--- src/rtl/char_buffer_writer.sv ---
// char_buffer_writer - byte-stream writer for the 16x16 text-mode character buffer
// Keeps a cursor, interprets control codes and drives the registered char RAM write port.
module char_buffer_writer #(
    parameter int          COLUMNS = 16,
    parameter int          ROWS    = 16,
    parameter logic [7:0]  BLANK   = 8'h20
) (
    input  logic       clk,
    input  logic       rst_n,
    input  logic       char_valid,
    input  logic [7:0] char_code,
    output logic       char_ready,
    input  logic       clear_req,
    output logic       wr_en,
    output logic [7:0] wr_addr,
    output logic [7:0] wr_data,
    output logic [3:0] cursor_col,
    output logic [3:0] cursor_row,
    output logic       busy
);

    typedef enum logic [1:0] {CLR_ALL, IDLE, CLR_LINE} state_t;

    localparam logic [3:0] COL_LAST = 4'(COLUMNS - 1);
    localparam logic [3:0] ROW_LAST = 4'(ROWS - 1);

    state_t     state_q, state_d;
    logic       clear_pend;
    logic [3:0] cnt_col, cnt_row;
    logic       xfer, is_print;
    logic [3:0] row_next;

    logic       wr_en_d;
    logic [7:0] wr_addr_d, wr_data_d;
    logic [3:0] col_d, row_d, cnt_col_d, cnt_row_d;

    assign char_ready = (state_q == IDLE) && !clear_req && !clear_pend;
    assign xfer       = char_valid && char_ready;
    assign busy       = (state_q != IDLE);
    assign is_print   = (char_code >= 8'h20) && (char_code <= 8'h7E);
    assign row_next   = (cursor_row == ROW_LAST) ? 4'd0 : cursor_row + 4'd1;

    always_ff @(posedge clk or negedge rst_n) begin
        if (!rst_n) state_q <= CLR_ALL;
        else        state_q <= state_d;
    end

    always_comb begin
        state_d = state_q;
        case (state_q)
            CLR_ALL: begin
                if (cnt_col == COL_LAST && cnt_row == ROW_LAST) state_d = IDLE;
            end
            IDLE: begin
                if (clear_req || clear_pend) begin
                    state_d = CLR_ALL;
                end else if (xfer) begin
                    if (is_print && cursor_col == COL_LAST) state_d = CLR_LINE;
                    else if (char_code == 8'h0A)            state_d = CLR_LINE;
                    else if (char_code == 8'h0C)            state_d = CLR_ALL;
                end
            end
            CLR_LINE: begin
                if (cnt_col == COL_LAST) state_d = IDLE;
            end
            default: state_d = CLR_ALL;
        endcase
    end

    always_comb begin
        wr_en_d   = 1'b0;
        wr_addr_d = wr_addr;
        wr_data_d = wr_data;
        col_d     = cursor_col;
        row_d     = cursor_row;
        cnt_col_d = cnt_col;
        cnt_row_d = cnt_row;
        case (state_q)
            CLR_ALL: begin
                wr_en_d   = 1'b1;
                wr_addr_d = {cnt_col, cnt_row};
                wr_data_d = BLANK;
                if (cnt_col == COL_LAST) begin
                    cnt_col_d = 4'd0;
                    if (cnt_row == ROW_LAST) begin
                        cnt_row_d = 4'd0;
                        col_d     = 4'd0;
                        row_d     = 4'd0;
                    end else begin
                        cnt_row_d = cnt_row + 4'd1;
                    end
                end else begin
                    cnt_col_d = cnt_col + 4'd1;
                end
            end
            IDLE: begin
                if (xfer) begin
                    if (is_print) begin
                        wr_en_d   = 1'b1;
                        wr_addr_d = {cursor_col, cursor_row};
                        wr_data_d = char_code;
                        if (cursor_col == COL_LAST) begin
                            col_d = 4'd0;
                            row_d = row_next;
                        end else begin
                            col_d = cursor_col + 4'd1;
                        end
                    end else if (char_code == 8'h0A) begin
                        col_d = 4'd0;
                        row_d = row_next;
                    end else if (char_code == 8'h0D) begin
                        col_d = 4'd0;
                    end else if (char_code == 8'h08 && cursor_col != 4'd0) begin
                        col_d     = cursor_col - 4'd1;
                        wr_en_d   = 1'b1;
                        wr_addr_d = {cursor_col - 4'd1, cursor_row};
                        wr_data_d = BLANK;
                    end
                end
            end
            CLR_LINE: begin
                // cursor_row already points at the freshly entered line
                wr_en_d   = 1'b1;
                wr_addr_d = {cnt_col, cursor_row};
                wr_data_d = BLANK;
                cnt_col_d = (cnt_col == COL_LAST) ? 4'd0 : cnt_col + 4'd1;
            end
            default: ;
        endcase
    end

    always_ff @(posedge clk or negedge rst_n) begin
        if (!rst_n) begin
            wr_en      <= 1'b0;
            wr_addr    <= 8'h00;
            wr_data    <= 8'h00;
            cursor_col <= 4'd0;
            cursor_row <= 4'd0;
            cnt_col    <= 4'd0;
            cnt_row    <= 4'd0;
            clear_pend <= 1'b0;
        end else begin
            wr_en      <= wr_en_d;
            wr_addr    <= wr_addr_d;
            wr_data    <= wr_data_d;
            cursor_col <= col_d;
            cursor_row <= row_d;
            cnt_col    <= cnt_col_d;
            cnt_row    <= cnt_row_d;
            // only a line clear can defer a request; a full clear absorbs it
            if (state_q == CLR_LINE && clear_req) clear_pend <= 1'b1;
            else if (state_q == IDLE)             clear_pend <= 1'b0;
        end
    end

endmodule
--- config.mk ---
export PLATFORM = sky130hd
export DESIGN_NAME = char_buffer_writer
export DESIGN_NICKNAME = d
export VERILOG_FILES = /design/src/rtl/char_buffer_writer.sv
export SDC_FILE = /design/constraint.sdc
export NUM_CORES = 1
export LEC_CHECK = 0
export ABC_AREA = 1
export CAP_MARGIN = 20
export CORE_MARGIN = 4
export CORE_UTILIZATION = 35
export CTS_CLUSTER_DIAMETER = 150
export DETAILED_ROUTE_END_ITERATION = 12
export PLACE_DENSITY_LB_ADDON = 0.3
export SYNTH_ARGS = -nofsm -noshare
export SYNTH_HDL_FRONTEND = slang
export SYNTH_SLANG_ARGS = --single-unit
--- constraint.sdc ---
create_clock -name clk -period 1.75 [get_ports clk]
set_clock_uncertainty 0.1 [all_clocks]
set_input_delay 0.4375 -clock clk [delete_from_list [all_inputs] [get_ports clk]]
set_output_delay 0.4375 -clock clk [all_outputs]
set_load 0.03 [all_outputs]
==> results of run 1 <==
routing by layer:
metal	up-vias	track usage [%]	part of all wire, %
met5	-	0	0
met4	0	5.08	2.1
met1	1065	22.4	45
met2	53	24.9	48
met3	11	3.10	4.6
li1	1164	-	-
worst max-delay path: stages (launching register included):
cell     delay, ps
dfrtp_1        390
inv_2           80
ha_4           150
inv_6           30
nor3_4         150
buf_6          130
buf_6          120
power by group through the flow:
| stage | combinational [mW] | clock (mW) | sequential [mW] |
|---|---|---|---|
| floorplan | 0.0389 | 0 | 0.848 |
| global placement | 0.123 | 0 | 0.848 |
| detailed placement | 0.124 | 0 | 0.848 |
| CTS | 0.125 | 0.745 | 0.831 |
| global route | 0.137 | 0.783 | 0.831 |
| finish | 0.123 | 0.729 | 0.831 |
state kept, by name, indices dropped and copies added, names as in the netlist:
name and count:
cnt_col 4, wr_data 8, clear_pend 1, wr_en 1, wr_addr 8, state_q 2, cursor_col 4, cursor_row 4
cnt_row 4
what timing repair did:
| action | 4_1_cts | 5_1_grt |
|---|---|---|
| resized for setup | 32 | 33 |
| hold endpoints to repair | 0 | 0 |
| pin swaps | 1 | 13 |
| buffers inserted | 3 | 5 |
| setup endpoints to repair | 44 | 31 |
cell families (layout without fill, tap and decap cells):
group | count (synthesis) | in the layout | share of synthesized area [%]
buffers and inverters | 40 | 129 | 7.28
adders and majority gates | 9 | 9 | 5.00
AOI/OAI and AO/OA | 30 | 30 | 7.62
xor gates and xnor gates | 5 | 5 | 1.95
and+or+nand+nor | 184 | 184 | 38.1
DFF | 36 | 36 | 40.0
synth_stat cells:
cell	instances
a21oi_1	4
a22o_1	1
buf_2	1
buf_4	1
buf_6	1
clkbuf_1	3
clkbuf_2	1
dfrtp_1	36
ha_1	9
inv_1	29
inv_2	4
nand2_1	96
nand2_2	4
nand2_4	2
nand3_1	42
nand3_4	2
nand3b_1	3
nand4_1	9
nor2_1	20
nor2_2	2
nor2_4	1
nor3_1	1
nor3_4	1
o21a_1	1
o21ai_0	15
o21ai_1	7
o21ai_4	1
o41ai_1	1
or2_2	1
xnor2_1	2
xor2_1	3
layout make-up:
cell class	count	area, µm²	area share (%)
multi-input combinational	228	1290	39.6
sequential	36	903	27.6
timing repair buffer	88	743	22.7
inverter	33	129	3.94
tap	75	93.8	2.87
clock buffer	6	72.6	2.22
clock inverter	2	35.0	1.07
stage by stage:
stage / hold slack (ps) / std cells / setup WS (ps)
floorplan: 41.9 / 304 / -135
global placement: 391 / 452 / -364
detailed placement: 398 / 452 / -359
CTS: 94.3 / 463 / -133
global route: 123 / 468 / -204
finish: 80.6 / 468 / -133
final timing paths:
kind                                       to  slack, ps  cells after the start
worst max-delay path               char_ready       -130                      6
min in group clk                   wr_data[7]        410                      2
worst min-delay path               cnt_col[0]         80                      2
worst min register to register     wr_data[7]        410                      2
worst max register to register  cursor_row[0]         40                     11
max in group asynchronous       cursor_col[0]       1130                      2
==> flow_summary.rst, run 1 <==
.. list-table::
   :header-rows: 1

   * - Metric
     - Value
   * - Result of the run
     - complete, but fails checks
   * - Failing checks
     - negative setup slack
   * - Total wire length after detailed routing
     - 6060 µm
   * - Slew @ Worst Pin
     - 458 ps
   * - DP Area
     - 3010 µm²
   * - Portion of total power attributed to combinational logic
     - 7.3%
   * - Final setup margin
     - -133 ps
   * - Sequential power share
     - 49.4%
   * - Final core area utilization
     - 53.7%
   * - Number of nets produced by synthesis
     - 325
   * - CTS tree
     - yes
   * - Count of state elements after synthesis
     - 36
   * - Power density over the cells
     - just over 500 nW/µm²
   * - Antenna Diode Count
     - 0
   * - Worst relative slew slack
     - a little over two thirds
   * - Sequential fraction of the synthesis area
     - between 40 and 50%
   * - Minimum clock period
     - 1880 ps
   * - Fraction of layout instances using a drive strength above 1
     - approximately a quarter
   * - Half-perimeter wire length after placement
     - 4530 µm
   * - Worst reg2reg path startpoint
     - state_q[1]
   * - Filler Cells Inserted
     - 597
   * - Number of pins exceeding their max-slew limit in the final report
     - 0
   * - Leak
     - 1.71 nW
   * - Final critical-path share of the clock period
     - 108%
   * - Number of buffers inserted by port buffering
     - 38
   * - Gr usage total
     - 16.0%
   * - Initial DRC count
     - 158
   * - Clock share of power
     - between 40% and 50%
   * - DRC violation count after routing
     - 0
   * - Routed via count divided by cell count
     - 4.90
   * - Yosys synthesis warning count
     - 0
   * - Horizontal die dimension
     - a little under 90 µm
   * - Most frequent cells in the layout
     - nand2_1, buf_4, nand3_1
   * - WS Path Type
     - register to output pin
   * - Arrival time at the worst endpoint
     - about 1400 ps
   * - Post-synthesis cell type with the largest combined area
     - dfrtp_1
   * - Standard-cell rows
     - 28
   * - Highest ir drop seen on vdd
     - between 300 and 400 µV
   * - Number of antenna violations at the first check in global routing
     - 0
   * - Setup crit start kind
     - register
   * - Number of H-tree levels
     - 2
   * - Worst Path Max Fanout
     - 3
   * - HP Class
     - input port to async pin
   * - Core Box Area
     - ~6000 µm²
   * - Internal power contribution
     - 1.31 mW
   * - Portion of synthesized cell area occupied by the leading cell type
     - 40.0%
   * - Switching Share
     - 22.1%
   * - CTS root buffer
     - clkbuf_8
   * - Clock slew seen by the registers of the worst setup and hold paths
     - 70 ps
   * - Worst-case clock buffer depth
     - 2
   * - Aggregate negative setup slack
     - -137 ps
   * - Die Outline Area
     - 7780 µm²
   * - Worst skew pair latency
     - between 200 and 300 ps
   * - Leading cell type in the layout, fill and taps excluded
     - nand2_1
   * - Data required time of the critical path
     - between 1000 and 1500 ps
   * - Avg Inst Size Synth
     - 7.40 µm²
   * - Layout overhead on the synthesized area
     - 45.3%
   * - Number of global-route vias before repair
     - 2,162
   * - Total vias in the final route
     - 2,293
   * - Weighted congestion reported at the end of routability-driven placement
     - around 0.9
   * - Number of CTS-inserted buffers
     - 5
   * - Largest net degree at the start of global routing
     - 37
   * - Number of top-level pins
     - 39
   * - Pre-antenna DRT Iters
     - 5
   * - Final layout net count
     - 413
   * - Critical path capture point type
     - output pin
   * - Post-Syn Area
     - between 2000 and 2500 µm²
   * - Count of mapped cells out of synthesis
     - 304
   * - Vertical die dimension
     - 88.2 µm
   * - Leftover overflow at the end of global routing
     - 0
   * - Effective utilization at floorplan
     - a little under two fifths
   * - Count of antenna-violating nets left after detailed routing
     - 0
   * - Launching instance or port of the critical path
     - state_q[1]
   * - Unrepaired setup endpoints after global routing
     - true
   * - Number of hold buffers added after CTS
     - 0
   * - Wirelength per Cell
     - 13.0 µm
   * - Top cells by area, synth
     - dfrtp_1, nand2_1, nand3_1, ha_1, inv_1
   * - First-pass GRT wire length
     - between 9000 and 10,000 µm
   * - Count of final setup violators
     - 2
   * - Total power after layout
     - 1.68 mW
   * - Final cell area excluding filler cells
     - 3270 µm²
   * - Count of maximum capacitance violations
     - 0
   * - Achievable clock frequency
     - 0.531 GHz
   * - Number of clock sinks
     - 36
   * - Number of distinct library cells after synthesis
     - 31
   * - Number of failing hold endpoints at the final stage
     - 0
   * - Net switching power figure
     - 0.372 mW
(Power assumes the default switching activity.)
==> inputs of run 2 (changes only) <==
--- a/config.mk
+++ b/config.mk
@@ -5,12 +5,12 @@
 export SDC_FILE = /design/constraint.sdc
 export NUM_CORES = 1
 export LEC_CHECK = 0
-export ABC_AREA = 1
 export CAP_MARGIN = 20
 export CORE_MARGIN = 4
 export CORE_UTILIZATION = 35
 export CTS_CLUSTER_DIAMETER = 150
 export DETAILED_ROUTE_END_ITERATION = 12
+export MAX_ROUTING_LAYER = met4
 export PLACE_DENSITY_LB_ADDON = 0.3
 export SYNTH_ARGS = -nofsm -noshare
 export SYNTH_HDL_FRONTEND = slang
==> run 2 against run 1 <==
The flow still finishes with violations (negative setup slack). Cell count fell by 14%. Sequential share of layout area fell by 1.6 points. Critical path type is now input port to register. Count of clock-buffer cells in the layout rose by 2. Highest routed layer unchanged. Sequential power rose by 48%. Total power rose to 3.0 times the previous value. Flip-flop and latch count did not move. Largest cell class unchanged.
==> flow_summary.rst, run 2 <==
.. list-table::
   :header-rows: 1

   * - Metric
     - Value
   * - Result of the run
     - complete, but fails checks
   * - Failing checks
     - negative setup slack
   * - Arrival time at the worst endpoint
     - 2260 ps
   * - Number of nets produced by synthesis
     - around 240
   * - CTS tree
     - yes
   * - Count of antenna-violating nets left after detailed routing
     - 0
   * - Vertical die dimension
     - 85.2 µm
   * - Fraction of layout instances using a drive strength above 1
     - 43.9%
   * - Number of failing hold endpoints at the final stage
     - 0
   * - Number of enable-type register cells in the synthesized netlist
     - 0
   * - List of cells traversed by the critical path
     - buf_6 -> or4b_4 -> nor4_4 -> o311ai_2 -> a21o_1 -> a21o_2 -> mux2_2
   * - CTS root buffer
     - clkbuf_8
   * - Total vias in the final route
     - between 2,000 and 2,500
   * - Initial DRC count
     - 70
   * - Power density over the cells
     - roughly 1500 nW/µm²
   * - Data required time of the critical path
     - between 1500 and 2000 ps
   * - Number of pins exceeding their max-slew limit in the final report
     - 0
   * - Clock slew seen by the registers of the worst setup and hold paths
     - 70 ps
   * - Achievable clock frequency
     - 0.458 GHz
   * - Number of buffers inserted by port buffering
     - 38
   * - Final cell area excluding filler cells
     - 3470 µm²
   * - Largest net degree at the start of global routing
     - 37
   * - Layout overhead on the synthesized area
     - 66.1%
   * - Gr usage total
     - 17.5%
   * - Longest individual stage delay on the worst path
     - 550 ps
   * - Sequential fraction of the synthesis area
     - 43.2%
   * - Post-Syn Area
     - 2090 µm²
   * - Avg Inst Size Synth
     - 9.57 µm²
   * - Registers with the highest flip-flop counts
     - wr_addr x8, wr_data x8
   * - Number of H-tree levels
     - 2
   * - Family of cells with the greatest summed delay on the critical path
     - simple AND/OR/NAND/NOR gates
   * - Pre-antenna DRT Iters
     - 4
   * - Count of maximum capacitance violations
     - 0
   * - Worst-case clock buffer depth
     - 2
   * - Proportion of register bits with asynchronous set or reset after synthesis
     - 100%
   * - Final setup margin
     - -434 ps
   * - First-pass GRT wire length
     - 9880 µm
   * - Yosys synthesis warning count
     - 0
   * - Cell with the most instances after synthesis
     - dfrtp_1
   * - Cells after DPL
     - about 380
   * - Number of distinct library cells after synthesis
     - 45
   * - Post-synthesis cell type with the largest combined area
     - dfrtp_1
   * - Total wire length after detailed routing
     - roughly 6200 µm
   * - Setup crit start kind
     - input port
   * - Unrepaired setup endpoints after global routing
     - true
   * - Top cells by area, synth
     - dfrtp_1, o21ai_0, ha_1, nand2_1, mux2_2
   * - CP max stage cell
     - or4b_4
   * - Count of state elements after synthesis
     - 36
   * - Leading cell type in the layout, fill and taps excluded
     - buf_4
   * - Minimum clock period
     - 2180 ps
   * - Standard-cell rows
     - 27
   * - Top cells by instance count after synthesis
     - dfrtp_1, nand2_1, o21ai_0, inv_1
   * - Leak
     - 1.63 nW
   * - Slew @ Worst Pin
     - 481 ps
   * - Critical path capture point type
     - register
   * - Core Box Area
     - 5640 µm²
   * - Number of CTS-inserted buffers
     - 5
   * - Most frequent cells in the layout
     - buf_4, dfrtp_1, nand2_1
   * - Effective utilization at floorplan
     - 37.0%
   * - Filler Cells Inserted
     - 470
   * - Worst Path Max Fanout
     - 5
   * - Worst skew pair latency
     - 290 ps
   * - Half-perimeter wire length after placement
     - 4150 µm
   * - Number of antenna violations at the first check in global routing
     - 0
   * - Final critical-path share of the clock period
     - 125%
   * - Number of top-level pins
     - 39
   * - Most frequently used flop master after synthesis
     - dfrtp_1
   * - Count of mapped cells out of synthesis
     - 218
   * - WS Path Type
     - input port to register
   * - Weighted congestion reported at the end of routability-driven placement
     - 0.855
   * - Non-filler instance count after layout
     - ~400
   * - Wirelength per Cell
     - 15.4 µm
   * - HP Class
     - input port to async pin
   * - Highest ir drop seen on vdd
     - 814 µV
   * - Leftover overflow at the end of global routing
     - 0
   * - Die Outline Area
     - 7260 µm²
   * - Final layout net count
     - 350
   * - Number of hold buffers added after CTS
     - 0
   * - Horizontal die dimension
     - about 85 µm
   * - DRC violation count after routing
     - 0
   * - DP Area
     - between 2000 and 3000 µm²
   * - Count of final setup violators
     - 32
   * - Antenna Diode Count
     - 0
   * - Worst relative slew slack
     - roughly two thirds
   * - Number of global-route vias before repair
     - between 2,000 and 2,500
   * - Portion of synthesized cell area occupied by the leading cell type
     - 43.2%
   * - Routed via count divided by cell count
     - 5.14
   * - Buffer and inverter count on the worst path
     - 1
   * - Number of clock sinks
     - 36
-- run 2: cell types whose count changed after synthesis, moves of 5 or more --
cell     previous run  this run
nand2_1            96        28
o21ai_1             7         0
o21ai_0            15        28
mux2_2              0         8
mux2i_1             0         6
nor2_1             20         8
a21o_1              0         5
inv_1              29        20
nand3_1            42         6
a21oi_1             4         9
nand4_1             9         3
-- run 2: cell type report --
type / count / area [µm²] / area share (%)
multi-input combinational: 158 / 1360 / 39.2
sequential: 36 / 901 / 26.0
inverter: 21 / 101 / 2.92
clock buffer: 8 / 90.1 / 2.60
tap: 72 / 90.1 / 2.60
timing repair buffer: 107 / 926 / 26.7
-- run 2: power by group --
group	switching, mW	internal [mW]
sequential	0.155	1.08
combinational	1.69	1.55
clock	0.291	0.321
-- run 2: cell families after synthesis --
group | synth area share [%]
multiplexers | 9.35
buffers and inverters | 5.76
AND/OR/NAND/NOR | 15.6
AO/OA/AOI/OAI | 18.2
adder cells (fa/ha/maj) | 5.40
flip-flops | 43.2
XOR/XNOR | 2.52
-- run 2: repair_timing --
item / CTS / global route
setup endpoints to repair: 52 / 35
gates resized for setup: 104 / 30
cloned: 1 / 0
buffers inserted: 10 / 8
pin swaps: 24 / 17
-- run 2: metal layers --
layer	share of wire (%)	vias to the layer above	global-route usage (%)
met1	42	1008	20.6
li1	-	1004	-
met5	0	-	-
met3	3.5	9	3.11
met4	1.7	0	7.34
met2	53	45	29.5
-- run 2: metrics by stage --
| stage | total power [mW] | hold slack, ps | utilization (%) | setup TNS, ps | worst slack, ps |
|---|---|---|---|---|---|
| finish | 5.08 | 84.9 | 61.5 | -10130 | -434 |
| global route | 5.38 | 118 | 61.5 | -11940 | -475 |
| CTS | 4.85 | 94.7 | 58.9 | -11500 | -530 |
| detailed placement | 3.90 | 400 | 53.0 | -29470 | -1180 |
| global placement | 3.85 | 373 | 53.0 | -28420 | -1120 |
| floorplan | 2.84 | 41.9 | - | -12860 | -687 |
-- run 2: final timing paths --
check	end	start	depth (start not counted)	slack, ps
max reg2reg	wr_addr[1]	state_q[1]	9	-400
min reg2reg	wr_data[7]	wr_data[7]	1	400
min	cursor_row[0]	rst_n	2	80
min in group clk	wr_data[7]	wr_data[7]	1	400
max	wr_addr[1]	char_code[6]	7	-430
max in group asynchronous	wr_data[4]	rst_n	2	1120
